$ cat config.mk
export PLATFORM = sky130hd
export DESIGN_NAME = fetch_buffer
export DESIGN_NICKNAME = d
export VERILOG_FILES = /design/src/rtl/fetch_pkg.sv /design/src/rtl/fetch_fifo.sv /design/src/rtl/fetch_buffer.sv
export SDC_FILE = /design/constraint.sdc
export NUM_CORES = 1
export LEC_CHECK = 0
export ABC_AREA = 1
export CORE_MARGIN = 4
export CORE_UTILIZATION = 25
export DETAILED_ROUTE_END_ITERATION = 8
export PLACE_DENSITY_LB_ADDON = 0.2
export SLEW_MARGIN = 20
export SYNTH_ARGS = -nofsm -noshare
export SYNTH_HDL_FRONTEND = slang
export SYNTH_SLANG_ARGS = --single-unit
export TNS_END_PERCENT = 1
$ cat constraint.sdc
create_clock -name clk -period 13.05 [get_ports clk]
set_input_delay 3.915 -clock clk [delete_from_list [all_inputs] [get_ports clk]]
set_output_delay 3.915 -clock clk [all_outputs]
set_load 0.01 [all_outputs]
$ cat src/rtl/fetch_pkg.sv
// Shared fetch-buffer types: status FSM encoding, queue entry layout, default reset PC
// and the saturating counter helper used by the optional statistics.
package fetch_pkg;

  localparam int unsigned FETCH_XLEN = 32;
  localparam logic [FETCH_XLEN-1:0] FETCH_RESET_PC = 32'h0000_0000;

  typedef enum logic [1:0] {
    ST_IDLE  = 2'd0,
    ST_RUN   = 2'd1,
    ST_STALL = 2'd2,
    ST_FLUSH = 2'd3
  } fetch_state_e;

  // Entries are packed PC-high, instruction-low.
  typedef struct packed {
    logic [FETCH_XLEN-1:0] pc;
    logic [FETCH_XLEN-1:0] instr;
  } fetch_entry_t;

  function automatic logic [15:0] sat_inc16(input logic [15:0] value);
    if (value == 16'hFFFF) begin
      sat_inc16 = value;
    end else begin
      sat_inc16 = value + 16'd1;
    end
  endfunction

endpackage

$ cat src/rtl/fetch_fifo.sv
// Circular entry store for the fetch buffer; pointers wrap modulo DEPTH (a power of two).
// Reads are zero-latency from the head; the head reads as zero while empty.
module fetch_fifo
  import fetch_pkg::*;
#(
  parameter int WIDTH = 64,
  parameter int DEPTH = 4
) (
  input  logic                       clk,
  input  logic                       reset,
  input  logic                       flush,
  input  logic                       push,
  input  logic                       pop,
  input  logic [WIDTH-1:0]           wdata,
  output logic [WIDTH-1:0]           rdata,
  output logic [$clog2(DEPTH+1)-1:0] count
);

  localparam int AW = $clog2(DEPTH);
  localparam int CW = $clog2(DEPTH+1);

  logic [WIDTH-1:0] mem_r [DEPTH];
  logic [AW-1:0]    wr_ptr_r;
  logic [AW-1:0]    rd_ptr_r;
  logic [CW-1:0]    count_r;

  // Entry storage write port; contents need no reset because count gates visibility.
  always_ff @(posedge clk) begin
    if (push) begin
      mem_r[wr_ptr_r] <= wdata;
    end
  end

  // Pointer and occupancy bookkeeping.
  always_ff @(posedge clk) begin
    if (reset || flush) begin
      wr_ptr_r <= {AW{1'b0}};
      rd_ptr_r <= {AW{1'b0}};
      count_r  <= {CW{1'b0}};
    end else begin
      if (push) begin
        wr_ptr_r <= wr_ptr_r + AW'(1);
      end
      if (pop) begin
        rd_ptr_r <= rd_ptr_r + AW'(1);
      end
      case ({push, pop})
        2'b10:   count_r <= count_r + CW'(1);
        2'b01:   count_r <= count_r - CW'(1);
        default: count_r <= count_r;
      endcase
    end
  end

  assign rdata = (count_r != {CW{1'b0}}) ? mem_r[rd_ptr_r] : {WIDTH{1'b0}};
  assign count = count_r;

endmodule

$ cat src/rtl/fetch_buffer.sv
// Instruction fetch buffer: PC generation, push/pop/flush control and status FSM around fetch_fifo.
// Optional FETCH_BUF_STATS_EN adds a saturating stall_cycles counter output.
module fetch_buffer
  import fetch_pkg::*;
#(
  parameter int              XLEN     = 32,
  parameter int              DEPTH    = 4,
  parameter int              PC_STEP  = 4,
  parameter logic [XLEN-1:0] RESET_PC = XLEN'(FETCH_RESET_PC)
) (
  input  logic                       clk,
  input  logic                       reset,
  input  logic                       fetch_en,
  output logic [XLEN-1:0]            imem_addr,
  input  logic [XLEN-1:0]            imem_data,
  input  logic                       redirect_valid,
  input  logic [XLEN-1:0]            redirect_pc,
  input  logic                       dec_ready,
  output logic                       dec_valid,
  output logic [XLEN-1:0]            dec_instr,
  output logic [XLEN-1:0]            dec_pc,
  output logic [XLEN-1:0]            pc_current,
  output logic [$clog2(DEPTH+1)-1:0] count
`ifdef FETCH_BUF_STATS_EN
  ,
  output logic [15:0]                stall_cycles
`endif
);

  localparam int              CW      = $clog2(DEPTH+1);
  localparam logic [XLEN-1:0] PC_INC  = XLEN'(PC_STEP);
  localparam logic [CW-1:0]   FULL_CT = CW'(DEPTH);

  fetch_state_e      state_r;
  logic [XLEN-1:0]   pc_r;
  logic [CW-1:0]     count_s;
  logic [2*XLEN-1:0] head_s;
  logic              full_s;
  logic              dec_valid_s;
  logic              push_s;
  logic              pop_s;
  logic              stall_s;

  assign full_s      = (count_s == FULL_CT);
  assign dec_valid_s = (count_s != {CW{1'b0}});

  // Redirect suppresses both ends; a full queue only accepts a push alongside a pop.
  always_comb begin
    push_s  = 1'b0;
    pop_s   = 1'b0;
    stall_s = 1'b0;
    if (redirect_valid) begin
      push_s  = 1'b0;
      pop_s   = 1'b0;
      stall_s = 1'b0;
    end else begin
      pop_s   = dec_valid_s & dec_ready;
      push_s  = fetch_en & (~full_s | pop_s);
      stall_s = fetch_en & full_s & ~pop_s;
    end
  end

  // PC register and status FSM; the state records what the previous cycle did.
  always_ff @(posedge clk) begin
    if (reset) begin
      pc_r    <= RESET_PC;
      state_r <= ST_IDLE;
    end else if (redirect_valid) begin
      pc_r    <= redirect_pc;
      state_r <= ST_FLUSH;
    end else begin
      if (push_s) begin
        pc_r <= pc_r + PC_INC;
      end
      if (push_s) begin
        state_r <= ST_RUN;
      end else if (stall_s) begin
        state_r <= ST_STALL;
      end else begin
        state_r <= ST_IDLE;
      end
    end
  end

  fetch_fifo #(
    .WIDTH (2*XLEN),
    .DEPTH (DEPTH)
  ) u_fifo (
    .clk   (clk),
    .reset (reset),
    .flush (redirect_valid),
    .push  (push_s),
    .pop   (pop_s),
    .wdata ({pc_r, imem_data}),
    .rdata (head_s),
    .count (count_s)
  );

  assign imem_addr          = pc_r;
  assign pc_current         = pc_r;
  assign count              = count_s;
  assign dec_valid          = dec_valid_s;
  assign {dec_pc, dec_instr} = head_s;

`ifdef FETCH_BUF_STATS_EN
  logic [15:0] stall_cnt_r;

  // Stall statistics survive redirects; only reset clears them.
  always_ff @(posedge clk) begin
    if (reset) begin
      stall_cnt_r <= 16'd0;
    end else if (stall_s) begin
      stall_cnt_r <= sat_inc16(stall_cnt_r);
    end
  end

  assign stall_cycles = stall_cnt_r;
`endif

endmodule

==> results.cfg <==
[detailed_routing]
antenna_left = 0
num_vias = 9194
drc = 0
dr.pass1.iters = 4
drt-total-wl_mm = 38.3
via_per_inst = 4.39
routedWlPerCell_um = 18.3
drt_iter0_drc = 511

[clock_network]
cts_buffers = 35
h-tree-depth = 2
cts.sinks = 297
cts-resized-gates = 0
cts_hold_buf = 0
cts_tree = done
clock_latency_ns = 0.52
post_cts_buffers = 0
clock-root-buffer = clkbuf_16
cts_buffer_depth = 3
clk_pin_slew_ns = 0.05

[global_routing]
grt_max_degree = 129
grt_pass1_vias = 9127
grt_pass1_wl_mm = 56.8
gr-total-overflow = 0
antenna_found_initial = 0
grtUsageTotal_pct = 13.6

[critical_path]
rrSetupSlack_ns = 10.38
required_ns = 9.13
arrival_ns = 3.89
r2r_cells = 8
path_delay_family = buffers and inverters
worstSetupPathType = reg2out
critPathBufInv = 3
path_max_fanout = 128
path_depth = 5
slowest_stage = dfxtp_4
r2r-end = u_fifo.mem_r[0][13]$_DFFE_PP_
crit_chain = buf_4, inv_6, o21ai_0, a21oi_1, clkdlybuf4s50_1
reg2reg_from = u_fifo.count[0]$_SDFFE_PP0P_
crit_path_max_incr_delay_ns = 0.79
timing.critical_path.to_type = output pin
critPathLaunchType = flip-flop

[timing]
rsz0062_at_grt = false
final_hold_viol_count = 0
clock_skew_ns = 0.0181
final-max-slew-violation-count = 0
finalCritPeriodShare_pct = 59.8
finalSetupViolCount = 0
min_period_ns = 7.81
max_slew_margin_pct = 30.5
max_freq_mhz = 128
worst_pin_slew_ns = 1.04
tns_ns = 0

[layout]
most-common-layout-cells = 308 x nor2_1, 256 x edfxtp_1, 200 x clkdlybuf4s50_1, 159 x nand2_1, 150 x o21ai_0
areaGrowthSynthToFinish_pct = 28.1
antenna_cells = 0
design_area_um2 = 16400
nNetsFinal = 1472
drive_gt1_share_pct = 5.77
mostFrequentLayoutCell = nor2_1
nFillCells = 5133

[placed_design]
io_buffers = 200
dp_hpwl_mm = 22.3
placed_area_um2 = 15200
gp_congestion = 0.773

[power_and_ir_drop]
p_seq_share_pct = 49.8
ir_worst_vdd_mv = 0.0656
p_sw_share_pct = 22.1
power.total_uw = 2170
clock_power_share_pct = 43.0
p_leak_uw = 0.00555
switchingPower_uw = 481
share_comb_of_total_power_pct = 7.2
internal-power_uw = 1690
power_density_nw_per_um2 = 133

[die]
fp.dieW_um = 234
dieArea_um2 = 54700
start_util_pct = 25.4
io_pins = 201
core_area_um2 = 50300
die_y_um = 234
rows = 82

[synthesis]
syn_area_um2 = 12800
syn_inst = 1238
syn_nets = 1314
synth-seq-area-share_pct = 66.7
avgSynthCellArea_um2 = 10.3
synth.distinct_cells = 29
ys_ff_latch = 297
yosysWarnings = 0

[flow_run]
maxCapViolations = 0

[hold_path]
holdCritPathClass = reg2reg
hold_start = u_fifo.rd_ptr_r[1]$_SDFFE_PP0P_
holdPathStages = 2

[outcome]
status = finished, final reports clean
[kinds of logic (layout without fill, tap and decap cells)]
logic type      Yosys count  in the layout  synth area share [%]
compound gates          257            257                  10.2
xor+xnor                 13             13                 0.892
fa+ha+maj                 7              7                 0.745
buf+inv                 155            338                  5.94
flops                   297            297                  66.7
simple gates            509            509                  15.6
[synthesized netlist by cell type, drive strengths merged]
master	n	area, µm²
inv	63	236
a21oi	96	480
clkbuf	22	82.6
xor2	11	96.3
nand2	163	627
nor4	1	6.26
edfxtp	256	7690
xnor2	2	17.5
fa	1	20.0
dfxtp	41	821
o21a	1	7.51
nor2	322	1240
ha	6	75.1
o21ai	154	771
nand3	20	100
or2	1	6.26
nor3	2	15.0
a31oi	6	37.5
buf	70	439
[area by class of cell]
cell class	count	area (µm²)	share of cell area, %
Sequential cell	297	8520	52.1
Multi-Input combinational cell	786	3540	21.6
Timing Repair Buffer	213	2130	13.0
Clock buffer	51	988	6.04
Tap cell	672	841	5.14
Inverter	63	241	1.48
Clock inverter	11	97.6	0.597
[worst reg2reg max path, delay by kind of cell, from the launching register on]
kind | cells | cell delay, ns
AND/OR/NAND/NOR | 5 | 0.49
flip-flops | 1 | 0.41
buffers and inverters | 3 | 1.36
[through the flow]
step / instances / hold WS [ns] / utilization (%) / setup slack [ns]
after floorplan: 1238 / 0.441 / - / 5.40
after global placement: 2029 / 0.451 / 30.3 / 5.72
after detailed placement: 2029 / 0.460 / 30.3 / 5.75
after CTS: 2091 / 0.471 / 32.4 / 5.19
after global routing: 2093 / 0.491 / 32.5 / 5.07
final: 2093 / 0.472 / 32.5 / 5.24
[sequential cells by signal, indices dropped and copies added (netlist names), named ones only]
signal           flops
imem_addr           32
u_fifo.count         3
u_fifo.mem_r       256
u_fifo.wr_ptr_r      2
u_fifo.rd_ptr_r      2
[metal layers]
layer	track usage (%)	up-vias	routed length, µm
li1	-	4478	-
met1	18.5	4459	17700
met2	22.8	208	18100
met3	2.55	49	1880
met4	3.12	0	657
met5	0	-	0
[worst max path at each step]
stage | slack, ns | to | start
finish | 5.24 | dec_pc[16] | flip-flop
global route | 5.07 | dec_pc[13] | flip-flop
CTS | 5.19 | dec_pc[15] | flip-flop
detailed placement | 5.75 | dec_pc[15] | flip-flop
global placement | 5.72 | dec_instr[22] | flip-flop
floorplan | 5.40 | u_fifo.mem_r[0][0]$_DFFE_PP_ | dec_ready
[power groups by stage]
stage	sequential (µW)	combinational [µW]	clock [µW]
after floorplan	1090	70.3	0
after global placement	1100	158	0
after detailed placement	1100	158	0
after CTS	1080	159	965
after global routing	1080	171	1000
final	1080	156	934
No activity file was read; power rests on OpenSTA's default activity.
==> edit 1 (same flow settings) <==
Register the output `count`, with the module's reset; this adds one clock of latency there. The other outputs are not delayed to match.
--- a/src/rtl/fetch_buffer.sv
+++ b/src/rtl/fetch_buffer.sv
@@ -30,6 +30,8 @@
   localparam int              CW      = $clog2(DEPTH+1);
   localparam logic [XLEN-1:0] PC_INC  = XLEN'(PC_STEP);
   localparam logic [CW-1:0]   FULL_CT = CW'(DEPTH);
+
+  logic [$clog2(DEPTH+1)-1:0] count_d;
 
   fetch_state_e      state_r;
   logic [XLEN-1:0]   pc_r;
@@ -98,7 +100,7 @@
 
   assign imem_addr          = pc_r;
   assign pc_current         = pc_r;
-  assign count              = count_s;
+  assign count_d            = count_s;
   assign dec_valid          = dec_valid_s;
   assign {dec_pc, dec_instr} = head_s;
 
@@ -117,5 +119,13 @@
   assign stall_cycles = stall_cnt_r;
 `endif
 
+  always_ff @(posedge clk) begin
+    if (reset) begin
+      count <= '0;
+    end else begin
+      count <= count_d;
+    end
+  end
+
 endmodule
 
Behaviour: not the same (a bounded check fails within 4 cycles, from zero or initial values and one cycle with reset high).
==> edit 1 against the original RTL <==
Setup slack improved by 0.48 ns. Sequential cell count rose by 3. Clock power fell by 2.7%. Critical path depth did not move. Design area rose by 0.18%. Total power fell by 0.81%. Wire length fell by 1.4%. Synthesized area rose by 0.57%. Largest cell class unchanged. Largest power group unchanged.
==> edit 1: results (changes against the original RTL) <==
- Total track usage: 13.3% (-0.38 points)
- Reg2Reg Launch Point: u_fifo.count[1]
- Status: finished, final reports clean
- Leakage power total: 5.52 nW (-0.59%)
- First-pass GRT wire length: 57400 µm (+1.1%)
- Max_slew headroom: 33.5% (+3.0 points)
- Largest stage delay on the critical path: 0.77 ns (-0.02 ns)
- CP arrival: 3.41 ns (-0.48 ns)
- R2R Setup Slk: 10.01 ns (-0.37 ns)
- RR Endpoint: u_fifo.mem_r[3][9]
- Total Nets Final: 1478 (+0.41%)
- Pre-antenna DRT Iters: 5 (+1)
- List of most frequent post-synthesis cells: nor2_1 (317), edfxtp_1 (256), nand2_1 (159)
- Worst slack, placed: 5.76 ns (+0.00670 ns)
- Largest cells by area after synthesis: edfxtp_1 (60%), nor2_1 (9.3%), dfxtp_1 (6.9%), o21ai_0 (5.8%), nand2_1 (4.6%)
- Skew final: 0.0147 ns (-0.00337 ns)
- Sequential Power Share: 50.6% (+0.8 points)
- Post-detail-place hpwl: 23000 µm (+3.3%)
- Post-Synth XOR/XNOR Area: 0.955% (+0.063 points)
- Starting DRT DRC Count: 646 (+26%)
- Total CTS buffers: 36 (+2.9%)
- Routed via count: 9300 (+1.2%)
- Gpl congestion: 0.787 (+1.9%)
- WL/cell: 18.0 µm (-1.7%)
- Largest net degree at the start of global routing: 95 (-26%)
- Complex-gate fraction of the synthesized area: 10.2% (+0.050 points)
- Sw Ratio: 22.5% (+0.32 points)
- Slowest cell on the critical path: buf_4
## edit 1: final cells by class
cell class,instances,area [µm²]
Timing Repair Buffer,213,2120
Tap cell,672,841
Fill cell,5198,34100
Clock buffer,49,1000
Multi-Input combinational cell,790,3550
Clock inverter,13,58.8
Inverter,61,234
Sequential cell,300,8580
Antenna cell,1,2.50
## edit 1: stage by stage
stage / hold slack, ns / cell area (µm²) / utilization [%] / instances / total power [mW]
after floorplan: 0.436 / 12800 / - / 1244 / 1.17
after global placement: 0.438 / 15300 / 30.3 / 2035 / 1.27
after detailed placement: 0.451 / 15300 / 30.3 / 2035 / 1.27
after CTS: 0.462 / 16400 / 32.4 / 2097 / 2.19
after global routing: 0.498 / 16400 / 32.5 / 2098 / 2.24
final: 0.459 / 16400 / 32.5 / 2099 / 2.15
## edit 1: layer usage
layer,GRT usage [%],vias to the layer above,part of all wire (%)
li1,-,4510,-
met1,17.7,4515,46
met2,22.0,220,47
met3,2.90,55,4.4
met4,3.47,0,2.2
met5,0,-,0
## edit 1: kinds of logic (layout without fill, tap and decap cells)
kind of cell | Yosys count | count (layout)
flops | 300 | 300
simple gates | 510 | 510
xor+xnor | 14 | 14
buf+inv | 154 | 336
fa+ha+maj | 7 | 7
compound gates | 259 | 259
other cells | 0 | 1
## edit 1: worst max-delay path by stage
stage              start                  end  slack, ns  cells after the start
2_1_floorplan  dec_ready   u_fifo.mem_r[0][0]       5.41                      7
3_3_place_gp   dec_ready  u_fifo.mem_r[2][24]       5.81                      9
3_5_place_dp   dec_ready  u_fifo.mem_r[2][24]       5.76                      9
4_1_cts             flop           dec_pc[16]       5.56                      5
5_1_grt             flop           dec_pc[14]       5.39                      5
6_report            flop           dec_pc[31]       5.73                      5
==> edit 2 (same settings) <==
Without the edit above. The parameter `XLEN` goes from 32 to 24.
--- a/src/rtl/fetch_buffer.sv
+++ b/src/rtl/fetch_buffer.sv
@@ -3,7 +3,7 @@
 module fetch_buffer
   import fetch_pkg::*;
 #(
-  parameter int              XLEN     = 32,
+  parameter int              XLEN     = 24,
   parameter int              DEPTH    = 4,
   parameter int              PC_STEP  = 4,
   parameter logic [XLEN-1:0] RESET_PC = XLEN'(FETCH_RESET_PC)
Interface: changed (6 resized); port bits go from 201 to 153. No check against the original RTL was run, so the function may have changed too.
==> edit 2 against the original RTL <==
Sequential share of layout area up 0.67 points. Setup slack better by 0.51 ns. Synthesized area is 25% lower. Wire length fell by 31%. Sequential cell count shrank 72. Total power is 27% lower. Design area decreased by 25%. Largest cell class unchanged. Highest routed layer unchanged.
==> edit 2: results (changes against the original RTL) <==
- # H-tree levels: 1 (-1)
- Slew @ Worst Pin: 1.09 ns (+0.0429 ns)
- Post-cts sizing count: 0 (unchanged)
- Routed via count: 6708 (-27%)
- Worst hold path class: reg -> reg
- Skew final: 0.0103 ns (-0.00771 ns)
- Sw Ratio: 22.3% (+0.14 points)
- Gpl congestion: 0.736 (-4.7%)
- Synthesized Nets: 960 (-27%)
- GR Util met2: 19.6% (-3.1 points)
- EDFF count, synth: 192 (-25%)
- Routing usage on met1: 17.7% (-0.81 points)
- DRT met1 WL: 12700 µm (-28%)
- Max Root-Sink Buffers: 3 (unchanged)
- WL/cell: 17.0 µm (-6.9%)
- Peak supply drop: 0.0786 mV (+20%)
- ANT cells: 0 (unchanged)
- Total track usage: 12.4% (-1.3 points)
- Mean Syn Cell Area: 10.6 µm² (+3.0%)
- Worst Path Max Fanout: 49 (-62%)
- WL final: 26400 µm (-31%)
- Post-CTS Setup Bufs: 0 (unchanged)
- Largest cells by area after synthesis: edfxtp_1 (60%), nor2_1 (9.1%), dfxtp_1 (6.9%), o21ai_0 (5.8%), a21oi_1 (3.7%)
- Syn. warnings: 0 (unchanged)
- Cell variety after synth: 29 (unchanged)
- Worst-Skew Late Latency: 0.52 ns (about the same)
- Proportion of layout cells with a drive suffix above 1: 6.25% (+0.48 points)
- Seq/Total Area, Yosys: 67.2% (+0.56 points)
- CTS clock-pin slew for the worst setup and hold paths: 0.06 ns
- Pins Over Slew Limit: 0 (unchanged)
- Status: finished, final reports clean
- Total CTS buffers: 25 (-29%)
- CP arrival: 3.38 ns (-0.51 ns)
- Port buffer count: 152 (-24%)
- Post-detail-place hpwl: 15800 µm (-29%)
- Worst slack, placed: 5.95 ns (+0.194 ns)
- Placed Cells: 1504 (-26%)
- Root Buffer: clkbuf_16
- Asr flop ratio synth: 0% (unchanged)
- Placed Area: 11400 µm² (-25%)
- Met2 WL post-DR: 11800 µm (-34%)
- Pre-antenna DRT Iters: 5 (+1)
- List of most frequent post-synthesis cells: nor2_1 (231), edfxtp_1 (192), o21ai_0 (110)
- Largest net degree at the start of global routing: 98 (-24%)
- Max FFs per register: 192 (-25%)
- Uppermost layer routed: met4
- Met3 WL post-DR: 1460 µm (-22%)
- First-pass GRT wire length: 40200 µm (-29%)
- Starting DRT DRC Count: 330 (-35%)
- Grt met3 use: 2.72% (+0.17 points)
- Total Nets Final: 1081 (-27%)
- Leakage power total: 4.06 nW (-27%)
-- edit 2: cell count changes in the layout (fill, tap and decap cells not counted), sizes merged, moves of 3 or more --
cell and delta:
dfxtp -8, nand2 -75, o21bai +4, clkdlybuf4s50 -48, inv -17, nor2 -86
clkbuf -19, clkinv +3, buf -3, o21ai -36, edfxtp -64, xor2 -4
a21oi -26
-- edit 2: worst max-delay path, cell delays in order (launching register included) --
cell	delay [ns]
dfxtp_2	0.31
buf_4	0.54
inv_2	0.62
nor2_1	0.22
o21ai_0	0.11
a21oi_1	0.39
clkdlybuf4s50_1	0.63
-- edit 2: final timing paths --
path	slack (ns)	end	start	depth (start not counted)
worst max-delay path	5.75	dec_pc[8]	flop	6
worst min-delay path	0.47	flop	u_fifo.rd_ptr_r[1]	2
worst max register to register	10.58	u_fifo.count[2]	u_fifo.count[1]	13
worst min register to register	0.47	flop	u_fifo.rd_ptr_r[1]	2
-- edit 2: kinds of logic (layout without fill, tap and decap cells) --
group,count (synthesis),after routing,share of synthesized area [%]
simple gates,347,347,14.5
buf+inv,113,253,5.92
xor+xnor,8,8,0.733
fa+ha+maj,7,7,0.995
compound gates,200,200,10.7
flops,225,225,67.2
-- edit 2: final cells by class --
cell class	count	area, µm²
Clock buffer	32	652
Timing Repair Buffer	162	1610
Fill cell	3880	25500
Multi-Input combinational cell	562	2610
Sequential cell	225	6430
Clock inverter	14	88.8
Inverter	45	169
Tap cell	511	639
-- edit 2: power by group through the flow --
stage | Sequential [mW] | Clock, mW | Combinational, mW
4_1_cts | 0.819 | 0.661 | 0.118
6_report | 0.818 | 0.642 | 0.116
5_1_grt | 0.820 | 0.696 | 0.128
3_5_place_dp | 0.834 | 0 | 0.117
3_3_place_gp | 0.834 | 0 | 0.117
2_1_floorplan | 0.826 | 0 | 0.0531
